--- src/rtl/sensor_pkg.sv ---
// sensor_pkg: shared state encoding, timing constants and helpers for the
// sensor frame controller and its ADC ramp.
package sensor_pkg;
  typedef enum logic [2:0] {
    S_IDLE,
    S_ERASE,
    S_EXPOSE,
    S_CONVERT,
    S_ROW_SEL,
    S_ROW_CAP,
    S_STREAM
  } state_t;
  localparam int ROW_SETTLE = 1;
  localparam int PIX_W = 8;
  typedef logic [PIX_W-1:0] pix_code_t;
  // bits needed to hold 0..max_val, never less than one
  function automatic int cnt_w(input int max_val);
    return (max_val < 2) ? 1 : $clog2(max_val + 1);
  endfunction
endpackage

--- src/rtl/adc_ramp_counter.sv ---
// adc_ramp_counter: ramp code generator for the comparator-based ADC;
// counts up while enabled and flags the maximum code.
module adc_ramp_counter
  import sensor_pkg::*;
#(
  parameter int W = $bits(pix_code_t)
) (
  input  logic         i_clk,
  input  logic         i_reset,
  input  logic         i_en,
  input  logic         i_clr,
  output logic [W-1:0] o_code,
  output logic         o_done
);
  always_ff @(posedge i_clk) begin
    if (i_reset || i_clr) o_code <= '0;
    else if (i_en) o_code <= o_code + 1'b1;
  end
  assign o_done = &o_code;
endmodule

--- src/rtl/sensor_frame_ctrl.sv ---
// sensor_frame_ctrl: sequences erase, exposure, ramp conversion and row readout
// of a ROWS x COLS pixel array, streaming pixels over valid/ready.
module sensor_frame_ctrl
  import sensor_pkg::*;
#(
  parameter int ROWS         = 2,
  parameter int COLS         = 2,
  parameter int ADC_W        = $bits(pix_code_t),
  parameter int EXP_W        = 8,
  parameter int ERASE_CYCLES = 5
) (
  input  logic                  i_clk,
  input  logic                  i_reset,
  input  logic                  i_start,
  input  logic                  i_continuous,
  input  logic                  i_stop,
  input  logic [EXP_W-1:0]      i_exp_time,
  output logic                  o_erase,
  output logic                  o_expose,
  output logic                  o_convert,
  output logic [ADC_W-1:0]      o_adc_code,
  output logic [ROWS-1:0]       o_row_sel,
  input  logic [COLS*ADC_W-1:0] i_pix_data,
  output logic [ADC_W-1:0]      o_out_data,
  output logic                  o_out_valid,
  input  logic                  i_out_ready,
  output logic                  o_out_last,
  output logic                  o_busy
);
  localparam int ER_W  = cnt_w(ERASE_CYCLES - 1);
  localparam int ROW_W = cnt_w(ROWS - 1);
  localparam int COL_W = cnt_w(COLS - 1);
  localparam int ST_W  = cnt_w(ROW_SETTLE - 1);
  localparam logic [ER_W-1:0]  ER_LAST  = ER_W'(ERASE_CYCLES - 1);
  localparam logic [ROW_W-1:0] ROW_LAST = ROW_W'(ROWS - 1);
  localparam logic [COL_W-1:0] COL_LAST = COL_W'(COLS - 1);
  localparam logic [ST_W-1:0]  ST_LAST  = ST_W'(ROW_SETTLE - 1);
  state_t                r_state;
  logic                  r_cont;
  logic [EXP_W-1:0]      r_exp;
  logic [EXP_W-1:0]      r_exp_cnt;
  logic [ER_W-1:0]       r_er_cnt;
  logic [ST_W-1:0]       r_settle;
  logic [ROW_W-1:0]      r_row;
  logic [COL_W-1:0]      r_col;
  logic [COLS*ADC_W-1:0] r_buf;
  logic                  w_ramp_en;
  logic                  w_ramp_clr;
  logic                  w_ramp_done;
  logic                  w_last_row;
  logic                  w_last_col;
  logic                  w_cont_next;
  logic [EXP_W-1:0]      w_exp_eff;
  assign w_exp_eff   = (i_exp_time == '0) ? EXP_W'(1) : i_exp_time;
  assign w_last_row  = r_row == ROW_LAST;
  assign w_last_col  = r_col == COL_LAST;
  assign w_cont_next = r_cont & ~i_stop;
  // the ramp clears itself on its max-code cycle so it idles at zero
  assign w_ramp_en   = (r_state == S_CONVERT) & ~w_ramp_done;
  assign w_ramp_clr  = (r_state == S_CONVERT) & w_ramp_done;
  assign o_out_data  = o_out_valid ? r_buf[r_col*ADC_W +: ADC_W] : '0;
  adc_ramp_counter #(.W(ADC_W)) u_ramp (
    .i_clk   (i_clk),
    .i_reset (i_reset),
    .i_en    (w_ramp_en),
    .i_clr   (w_ramp_clr),
    .o_code  (o_adc_code),
    .o_done  (w_ramp_done)
  );
  always_ff @(posedge i_clk) begin
    if (i_reset) begin
      r_state     <= S_IDLE;
      r_cont      <= 1'b0;
      r_exp       <= '0;
      r_exp_cnt   <= '0;
      r_er_cnt    <= '0;
      r_settle    <= '0;
      r_row       <= '0;
      r_col       <= '0;
      r_buf       <= '0;
      o_erase     <= 1'b0;
      o_expose    <= 1'b0;
      o_convert   <= 1'b0;
      o_row_sel   <= '0;
      o_out_valid <= 1'b0;
      o_out_last  <= 1'b0;
      o_busy      <= 1'b0;
    end else begin
      if (i_stop) r_cont <= 1'b0;
      case (r_state)
        S_IDLE: if (i_start) begin
          r_state  <= S_ERASE;
          r_cont   <= i_continuous & ~i_stop;
          r_exp    <= w_exp_eff;
          r_er_cnt <= '0;
          o_erase  <= 1'b1;
          o_busy   <= 1'b1;
        end
        S_ERASE: if (r_er_cnt == ER_LAST) begin
          r_er_cnt  <= '0;
          r_exp_cnt <= '0;
          r_state   <= S_EXPOSE;
          o_erase   <= 1'b0;
          o_expose  <= 1'b1;
        end else r_er_cnt <= r_er_cnt + 1'b1;
        S_EXPOSE: if (r_exp_cnt == r_exp - 1'b1) begin
          r_exp_cnt <= '0;
          r_state   <= S_CONVERT;
          o_expose  <= 1'b0;
          o_convert <= 1'b1;
        end else r_exp_cnt <= r_exp_cnt + 1'b1;
        S_CONVERT: if (w_ramp_done) begin
          r_state   <= S_ROW_SEL;
          r_row     <= '0;
          r_settle  <= '0;
          o_convert <= 1'b0;
          o_row_sel <= ROWS'(1);
        end
        S_ROW_SEL: if (r_settle == ST_LAST) begin
          r_settle <= '0;
          r_state  <= S_ROW_CAP;
        end else r_settle <= r_settle + 1'b1;
        S_ROW_CAP: begin
          r_buf       <= i_pix_data;
          r_col       <= '0;
          r_state     <= S_STREAM;
          o_out_valid <= 1'b1;
          o_out_last  <= w_last_row && (COLS == 1);
        end
        S_STREAM: if (i_out_ready) begin
          if (!w_last_col) begin
            r_col      <= r_col + 1'b1;
            o_out_last <= w_last_row && (r_col + 1'b1 == COL_LAST);
          end else begin
            r_col       <= '0;
            o_out_valid <= 1'b0;
            o_out_last  <= 1'b0;
            if (!w_last_row) begin
              r_row     <= r_row + 1'b1;
              o_row_sel <= o_row_sel << 1;
              r_state   <= S_ROW_SEL;
            end else begin
              r_row     <= '0;
              o_row_sel <= '0;
              // a stop arriving on the final handshake still ends the run
              if (w_cont_next) begin
                r_state <= S_ERASE;
                r_exp   <= w_exp_eff;
                o_erase <= 1'b1;
              end else begin
                r_state <= S_IDLE;
                o_busy  <= 1'b0;
              end
            end
          end
        end
        default: r_state <= S_IDLE;
      endcase
    end
  end
endmodule
--- config.mk ---
export PLATFORM = sky130hd
export DESIGN_NAME = sensor_frame_ctrl
export DESIGN_NICKNAME = d
export VERILOG_FILES = /design/src/rtl/sensor_pkg.sv /design/src/rtl/adc_ramp_counter.sv /design/src/rtl/sensor_frame_ctrl.sv
export SDC_FILE = /design/constraint.sdc
export NUM_CORES = 1
export LEC_CHECK = 0
export CAP_MARGIN = 10
export CORE_MARGIN = 1.5
export CORE_UTILIZATION = 47
export CTS_BUF_LIST = sky130_fd_sc_hd__clkbuf_16
export DETAILED_ROUTE_END_ITERATION = 10
export PLACE_DENSITY = 0.88
export SLEW_MARGIN = 0
export SYNTH_ARGS = -nofsm -noshare
export SYNTH_HDL_FRONTEND = slang
export SYNTH_SLANG_ARGS = --single-unit
--- constraint.sdc ---
create_clock -name i_clk -period 2 [get_ports i_clk]
set_input_delay 0.4 -clock i_clk [delete_from_list [all_inputs] [get_ports i_clk]]
set_output_delay 0.4 -clock i_clk [all_outputs]
set_load 0.05 [all_outputs]
**After elaboration in Yosys (flattened, before gate mapping)**

Index checks and enable logic that the tools add are counted.

- Bits in latches: 0
- Input bits: 30
- Logic and storage cells: 139
- Memories kept: 0
- Flip-flop bits (word level): 58
- RAM bits: 0
- Memory bits (read-only): 0

- Add/sub/neg operators: 7
- Divide/modulo/power cells: 0
- Eq/ne operators: 18
- Shift operators: 1
- $lt $le $gt $ge: 0
- Bitwise logic cells: 6
- Mux-type cells: 65
- Reductions and logical operators: 25
- $mul: 0

Operators with widths:

| cell | number |
|---|---|
| two-way mux 8 bit | 9 |
| one-hot mux 8 bit (2 select lines) | 2 |
| two-way mux 3 bit | 10 |
| two-way mux 1 bit | 28 |
| one-hot mux 3 bit (7 select lines) | 1 |
| != test 2 bit (second input constant) | 10 |
| adder 8 x 1 -> 8 bit (second input constant) | 2 |
| one-hot mux 1 bit (2 select lines) | 8 |
| indexed part select 16 x 5 -> 8 bit | 1 |
| AND reduction 7 bit | 2 |
| nonzero test 2 bit | 7 |
| == test 3 bit (second input constant) | 4 |
| AND reduction 6 bit | 2 |
| AND reduction 3 bit | 3 |
| == test 8 bit | 1 |
| zero test 8 bit | 1 |
| two-way mux 2 bit | 4 |
| AND reduction 2 bit | 4 |
| AND reduction 8 bit | 1 |
| subtractor 8 x 1 -> 8 bit (second input constant) | 1 |
| == test 3 x 2 -> 1 bit (second input constant) | 2 |
| one-hot mux 3 bit (2 select lines) | 1 |
| AND 1 bit | 4 |
| one-hot mux 2 bit (2 select lines) | 1 |
| 10 further kinds | 13 |

**Logic depth before layout (Yosys ltp)**

Gate-level depths: netlist of run 1.

- Word-level depth: 7
- Depth in mapped cells: 8
- Gate-level depth less buffers: 8

**Hierarchy**

A second synthesis of run 1 with hierarchy kept.

- Cell total of the unflattened synthesis: 344
- Area total of the unflattened synthesis: 2831.5 um^2

By module, submodules not included:

| module | instances | cells each | area an instance (um^2) |
|---|---|---|---|
| sensor_frame_ctrl | 1 | 304 | 2476.1 |
| adc_ramp_counter | 1 | 40 | 355.3 |

**Least setup slack after synthesis of run 1**

OpenSTA, ideal clock, no wires.

- Path kind: register -> register
- Start: register u_ramp.o_code[0]
- End: register r_state[1]
- Path slack: -0.155 ns
- Buffers on the path: 0
- Stages on the path, launching flop included: 7
- Period minus slack after synthesis: 2.155 ns
- Data arrival time: 2.085 ns
- Required time: 1.930 ns
- Cells stage by stage: dfxtp_1 > ha_1 > and2_1 > a31oi_2 > or3_1 > or3b_1 > a21oi_1

- Cells in the longest elaborated chain, start to end: 3

RTL lines:

| what | RTL line | RTL |
|---|---|---|
| start, declared | adc_ramp_counter.sv:12 | `output logic [W-1:0] o_code,` |
| start signal, assigned | adc_ramp_counter.sv:17 | `else if (i_en) o_code <= o_code + 1'b1;` |
| AND reduction 8 bit | adc_ramp_counter.sv:19 | `assign o_done = &o_code;` |
| != test 2 bit (no line) | - |  |
| AND reduction 7 bit (no line) | - |  |
| end signal, assigned | sensor_frame_ctrl.sv:72 | `r_state <= S_IDLE;` |
| end signal, assigned | sensor_frame_ctrl.sv:92 | `r_state <= S_ERASE;` |
| end signal, assigned | sensor_frame_ctrl.sv:102 | `r_state <= S_EXPOSE;` |
| end, declared | sensor_frame_ctrl.sv:38 | `state_t r_state;` |

Every way passes these cells.
A chain may end at the register's enable or synchronous reset.

**Worst setup path after layout of run 1**

- Start: register r_exp[1]
- End: register r_exp_cnt[1]

- Cells in the longest elaborated chain, start to end: 4

RTL lines:

| what | RTL line | RTL |
|---|---|---|
| start, declared | sensor_frame_ctrl.sv:40 | `logic [EXP_W-1:0] r_exp;` |
| start signal, assigned | sensor_frame_ctrl.sv:94 | `r_exp <= w_exp_eff;` |
| start signal, assigned | sensor_frame_ctrl.sv:148 | `r_exp <= w_exp_eff;` |
| subtractor 8 x 1 -> 8 bit | sensor_frame_ctrl.sv:106 | `S_EXPOSE: if (r_exp_cnt == r_exp - 1'b1) begin` |
| == test 8 bit | sensor_frame_ctrl.sv:106 |  |
| two-way mux 8 bit | sensor_frame_ctrl.sv:106 |  |
| one-hot mux 8 bit (2 select lines) | sensor_frame_ctrl.sv:90 | `case (r_state)` |
| end signal, assigned | sensor_frame_ctrl.sv:111 | `end else r_exp_cnt <= r_exp_cnt + 1'b1;` |
| end, declared | sensor_frame_ctrl.sv:41 | `logic [EXP_W-1:0] r_exp_cnt;` |

Every way passes these cells.

==> summary.txt, run 1 <==
outcome -> complete, no violations
most common cell after layout, fill and taps aside -> nand2_1
hold buffers post-CTS -> 0
Root Buffer Master -> clkbuf_16
Mean Syn Cell Area -> 8.25 sq um
initial DRC count -> 114
top_reg_cell synth -> dfxtp_1
DR pass1 iterations -> 5
clock network power share -> 40.6%
vias in the first global route -> 2,611
fin crit period -> 1970 ps
Worst EP required -> 2220 ps
initial core utilization -> 48.2%
Post-Syn Area -> 2820 sq um
LEAKAGE -> 1.51 nW
EDFF count, synth -> 0
GPL Wtd Cong -> 0.832
most frequent cells in the layout -> 52 x nand2_1, 49 x dfxtp_1, 44 x clkdlybuf4s50_1, 34 x nor2_1, 29 x a21oi_1
drt drc -> 0
Switch Pwr -> 1.00 mW
min-delay worst type -> reg -> reg
H-tree Lvls -> 3
sequential power share -> 36.2%
vias per cell -> 5.54
Async S/R FF share, synth -> 0%
HPWL Detailed -> 5.03 mm
dpl cells -> 478
Hold Vio Cnt, Final -> 0
hold-critical path depth -> 2
fin crit share -> 98.5%
Gate Count Post-Synth -> 342
#FFs+latches synth -> 57
Cell Int Power -> 2.54 mW
slew margin rel. -> 59.7%
vias after detailed routing -> 2,762
fin. max-slew vios -> 0
Max clock buf depth -> 2
worst vdd ir -> 0.000571 V
Skew-Pair Late Insertion Delay -> 330 ps
Slew @ Worst Pin -> 605 ps
diode count -> 0
Crit Path Max Fanout -> 4
first-pass GRT wire length -> 11.5 mm
unrepaired setup endpoints after global routing -> true
Wirelength per Cell -> 14.4 um
Combinational Power Share -> 23.2%
final std cells w/o fill -> 499
IO Count -> 54
switching share of power -> 28.3%
max-cap viol count -> 0
clk_skew -> 4.78 ps
Port Buf Inserts -> 53
Syn Nets -> 377
R2R depth -> 9
Final Power -> 3.54 mW
Distinct cells, synth -> 50
CTS Buf Count -> 9
TritonCTS Sinks -> 57
crit end category -> register
pin count of the biggest net entering global routing -> 28
share of cells above drive strength 1 -> 18.6%
GRT overflow -> 0
fmax -> 507 MHz
final setup fails -> 0
Clk pin slew, worst setup/hold paths -> 50 ps
die height -> 80.5 um
row count -> 28
Setup crit start kind -> register
Die W -> 80.5 um
initial antenna violation count -> 0
Routed Antenna Nets -> 0
Critical Path AT -> 2190 ps
critical path type -> reg -> reg
sequential share of the synthesized area -> 40.4%
YS warnings -> 0
Core Area -> 5850 sq um
die area -> 6480 sq um
Total GRT Usage -> 23.5%
Total Routed Length -> 7.21 mm
CTS tree -> built
Layout area overhead -> 43.4%
Cell Pwr Density -> 876 nW/um^2
final net count -> 454
## stage by stage
stage | setup WS [ps] | hold slack, ps | utilization (%) | TNS, ps | instance area (sq um)
global route | -77.5 | 477 | 69.2 | -427 | 4050
floorplan | 3.49 | 436 | - | 0 | 2830
finish | 29.1 | 456 | 69.2 | 0 | 4050
detailed placement | -189 | 447 | 62.3 | -624 | 3640
global placement | -120 | 443 | 62.3 | -120 | 3640
CTS | 4.56 | 453 | 67.3 | 0 | 3940
## kinds of logic after synthesis
group / share of synthesized area, %
xor gates and xnor gates: 5.59
and+or+nand+nor: 29.0
buffers and inverters: 2.84
AOI/OAI and AO/OA: 14.2
adders and majority gates: 2.22
muxes: 5.67
DFF: 40.4
## synth_stat cells (all sizes together) (5+ instances only)
library cell   n  share of area, %
xnor2          7               2.2
xor2          11               3.4
nor2          34               4.5
nand2         53               7.0
and3           5               1.1
nor2b         13               2.9
nor4           5               1.6
mux2i         16               5.7
dfxtp         57                40
ha             5               2.2
clkbuf        12               1.6
nor3          15               2.8
nand3         12               2.1
a21oi         30               5.5
inv            7              0.93
o21ai         12               2.3
## critical path, stage by stage, from the launching register on
cell      delay, ps
dfxtp_4         360
inv_4            60
ha_4            130
nor3b_4         240
buf_4           160
nand3_2          60
o211ai_1        180
a31oi_4         160
or2_4           290
a32o_1          220
## path summary, 6_finish.rpt
| check | start | end | slack, ps |
|---|---|---|---|
| setup / recovery | r_exp[1] | r_exp_cnt[1] | 30 |
| hold / removal | r_buf[11] | r_buf[11] | 460 |
| hold reg to reg | r_buf[11] | r_buf[11] | 460 |
| setup reg to reg | r_exp[1] | r_exp_cnt[1] | 30 |
## power groups by stage
| stage | sequential [mW] | combinational, mW | clock [mW] |
|---|---|---|---|
| finish | 1.28 | 0.824 | 1.44 |
| global route | 1.29 | 0.891 | 1.52 |
| CTS | 1.28 | 0.714 | 1.46 |
| detailed placement | 1.29 | 0.700 | 0 |
| global placement | 1.29 | 0.671 | 0 |
| floorplan | 1.34 | 0.401 | 0 |
## metal layers
layer,global-route usage [%],up-vias,routed length [um]
met2,39.1,101,3520
met1,26.0,1286,2950
li1,-,1353,-
met3,7.50,22,483
met5,0,-,0
met4,14.3,0,252
## registers in the layout, indices dropped and copies added, names as in the netlist, 2 cells and up
signal and cells:
r_exp_cnt 8, r_er_cnt 3, r_buf 16, r_state 3, u_ramp.o_code 8, r_exp 8, o_row_sel 2
## final cells by class
class / instances / area [sq um]
Clock buffer: 9 / 225
Clock inverter: 7 / 55.1
Fill cell: 417 / 1800
Inverter: 7 / 28.8
Multi-Input combinational cell: 264 / 1680
Sequential cell: 57 / 1160
Tap cell: 75 / 93.8
Timing Repair Buffer: 80 / 811
## repair_timing
action / 4_1_cts / 5_1_grt
buffers inserted: 0 / 5
resized for setup: 2 / 21
endpoints found under the setup margin: 9 / 12
pin swaps: 0 / 10
(Power assumes the default switching activity.)
==> run 2, diff against run 1 <==
--- a/config.mk
+++ b/config.mk
@@ -6,11 +6,13 @@
 export NUM_CORES = 1
 export LEC_CHECK = 0
 export CAP_MARGIN = 10
+export CELL_PAD_IN_SITES_DETAIL_PLACEMENT = 1
+export CELL_PAD_IN_SITES_GLOBAL_PLACEMENT = 1
 export CORE_MARGIN = 1.5
-export CORE_UTILIZATION = 47
+export CORE_UTILIZATION = 34
 export CTS_BUF_LIST = sky130_fd_sc_hd__clkbuf_16
 export DETAILED_ROUTE_END_ITERATION = 10
-export PLACE_DENSITY = 0.88
+export PLACE_DENSITY = 0.87
 export SLEW_MARGIN = 0
 export SYNTH_ARGS = -nofsm -noshare
 export SYNTH_HDL_FRONTEND = slang
==> run 2 against run 1 <==
- the run now ends with negative setup slack left
- via count rose by 4.5%
- worst setup slack got worse by 67 ps
- hold slack got worse by 90 ps
- sequential cell count did not move
- power up 6.9%
- combinational power rose by 6.4%
- clock skew increased by 6.6 ps
- cell count rose by 6.8%
- largest power group unchanged
- non-clock buffer count increased by 4
- sequential share of layout area decreased by 0.68 points
- clock power is 13% higher
- routed wire length up 30%
==> summary.txt, run 2 (synthesis gave the netlist of run 1 again) <==
outcome -> finished, violations left
violated checks -> negative setup slack
Total Routed Length -> 9.34 mm (+30%)
Wirelength per Cell -> 17.5 um (+21%)
Slew @ Worst Pin -> 636 ps (+31.0 ps)
Layout area overhead -> 46.5%
crit end category -> register
Clk pin slew, worst setup/hold paths -> 60 ps (about the same)
initial antenna violation count -> 0 (unchanged)
GPL Wtd Cong -> 0.839 (+0.79%)
Hold Vio Cnt, Final -> 0 (unchanged)
TritonCTS Sinks -> 57 (unchanged)
Switch Pwr -> 1.09 mW (+8.8%)
vias after detailed routing -> 2,887 (+4.5%)
critical path type -> reg -> reg
sequential power share -> 34.0% (-2.2 points)
worst reg2reg endpoint -> r_exp_cnt[1]
Combinational Power Share -> 23.1% (about the same)
switching share of power -> 28.8% (+0.51 points)
hold path start -> i_reset
Root Buffer Master -> clkbuf_16
most common cell after layout, fill and taps aside -> nand2_1
register area -> 1150 sq um (-0.22%)
HPWL Detailed -> 6.19 mm (+23%)
worst setup margin -> -38.3 ps (-67.4 ps)
diode count -> 0 (unchanged)
Setup crit start kind -> register
Reg2Reg Launch Point -> r_exp[1]
worst vdd ir -> 0.000452 V (-21%)
Total GRT Usage -> 21.2% (-2.3 points)
max reg flops -> 16 (unchanged)
Area after DPL -> 3730 sq um (+2.3%)
first-pass GRT wire length -> 14.5 mm (+26%)
hold-critical path depth -> 2 (unchanged)
Multi-input gate area -> 1670 sq um (-0.67%)
GRT overflow -> 0 (unchanged)
flop2flop setup slack -> -40 ps (-70 ps)
unrepaired setup endpoints after global routing -> true
Routed Antenna Nets -> 0 (unchanged)
met2 wire length -> 4.89 mm (+39%)
row count -> 33 (+18%)
Cell Pwr Density -> 916 nW/um^2 (+4.6%)
DR pass1 iterations -> 4 (-1)
Core Area -> 8130 sq um (+39%)
LEAKAGE -> 1.56 nW (+3.1%)
Port Buf Inserts -> 53 (unchanged)
Final Cell Area -> 4140 sq um (+2.2%)
vias per cell -> 5.42 (-2.1%)
Crit Path Max Fanout -> 4 (unchanged)
largest reg by FF count -> r_buf
die area -> 8860 sq um (+37%)
die height -> 94.1 um (+17%)
IO Count -> 54 (unchanged)
initial DRC count -> 111 (-2.6%)
CTS tree -> built
fmax -> 491 MHz (-3.3%)
clock network power share -> 42.9% (+2.3 points)
min-delay worst type -> in -> reg
Die W -> 94.1 um (+17%)
drt drc -> 0 (unchanged)
max-cap viol count -> 0 (unchanged)
Hold Path Sink -> u_ramp.o_code[6]
hold buffers post-CTS -> 0 (unchanged)
Worst EP required -> 2220 ps (about the same)
CTS Buf Count -> 9 (unchanged)
final net count -> 458 (+0.88%)
pin count of the biggest net entering global routing -> 42 (+50%)
final setup fails -> 1 (+1)
Critical Path AT -> 2260 ps (+70 ps)
slew margin rel. -> 57.6% (-2.1 points)
fin crit share -> 102% (+3.4 points)
metal3 WL -> 371 um (-23%)
H-tree Lvls -> 3 (unchanged)
initial core utilization -> 34.7% (-14 points)
vias in the first global route -> 3,040 (+16%)
share of cells above drive strength 1 -> 19.9% (+1.2 points)
clk_skew -> 11.4 ps (+6.64 ps)
most frequent cells in the layout -> 52 x nand2_1, 49 x dfxtp_1, 41 x clkdlybuf4s50_1, 34 x nor2_1, 30 x buf_4
fin. max-slew vios -> 0 (unchanged)
Filler cells -> 928 (+120%)
Max clock buf depth -> 2 (unchanged)
Cell Int Power -> 2.70 mW (+6.2%)
R2R depth -> 7 (-2)
Highest Signal Layer -> met4
setup TNS -> -38.3 ps (-38.3 ps)
Met1 Routed Length -> 3.80 mm (+29%)
Skew-Pair Late Insertion Delay -> 340 ps (about the same)
fin crit period -> 2040 ps (+67.4 ps)
Final Power -> 3.79 mW (+6.9%)
run 2: changes by cell type in the layout (fill, tap and decap cells not counted), sizes merged:
cell,delta
inv,-2
clkdlybuf4s50,-3
clkinvlp,+1
bufinv,+1
buf,+5
dlymetal6s2s,+2
run 2: cell type report:
cell class              count  share of cell area (%)
well taps                 105                    3.18
clock inverters             7                    2.09
flip-flops and latches     57                    27.9
multi-input cells         264                    40.3
clock buffers               9                    5.44
inverters                   7                   0.635
repair buffers             84                    20.5
run 2: worst max path at each step:
stage / startpoint / end / slack (ps) / cells after the start
finish: r_exp[1] / r_exp_cnt[1] / -40 / 7
global route: r_exp[0] / r_exp_cnt[7] / -180 / 9
CTS: r_exp[0] / r_exp_cnt[1] / -20 / 7
detailed placement: i_start / r_state[1] / -260 / 7
global placement: i_start / r_state[1] / -140 / 7
floorplan: r_col / o_out_data[0] / 3 / 3
run 2: per-stage QoR:
step	instances	hold WS [ps]	utilization [%]	worst slack (ps)
after floorplan	342	436	-	3.49
after global placement	515	442	45.8	-145
after detailed placement	515	449	45.8	-264
after CTS	531	365	50.2	-21.9
after global routing	533	397	50.9	-181
final	533	366	50.9	-38.3
run 2: per-layer routing:
| metal | global-route usage (%) | vias to the layer above |
|---|---|---|
| met5 | 0 | - |
| met4 | 9.83 | 0 |
| met1 | 23.9 | 1435 |
| met2 | 37.6 | 74 |
| li1 | - | 1354 |
| met3 | 4.77 | 24 |
run 2: worst max-delay path, stage by stage, from the launching register on:
cell and delay, ps:
dfxtp_4 350, buf_6 120, nor4_4 290, buf_4 160, nand4_1 100, a211o_1 380
or2_4 310, a32o_1 230
run 2: what timing repair did:
| item | CTS | global route |
|---|---|---|
| pin swaps | 0 | 8 |
| gates resized for setup | 10 | 12 |
| buffers inserted | 0 | 2 |
| endpoints found under the setup margin | 9 | 15 |
run 2: power groups by stage:
stage	registers [mW]	logic, mW	clock network, mW
after floorplan	1.34	0.401	0
after global placement	1.29	0.746	0
after detailed placement	1.30	0.789	0
after CTS	1.28	0.843	1.62
after global routing	1.29	0.936	1.68
final	1.29	0.877	1.63
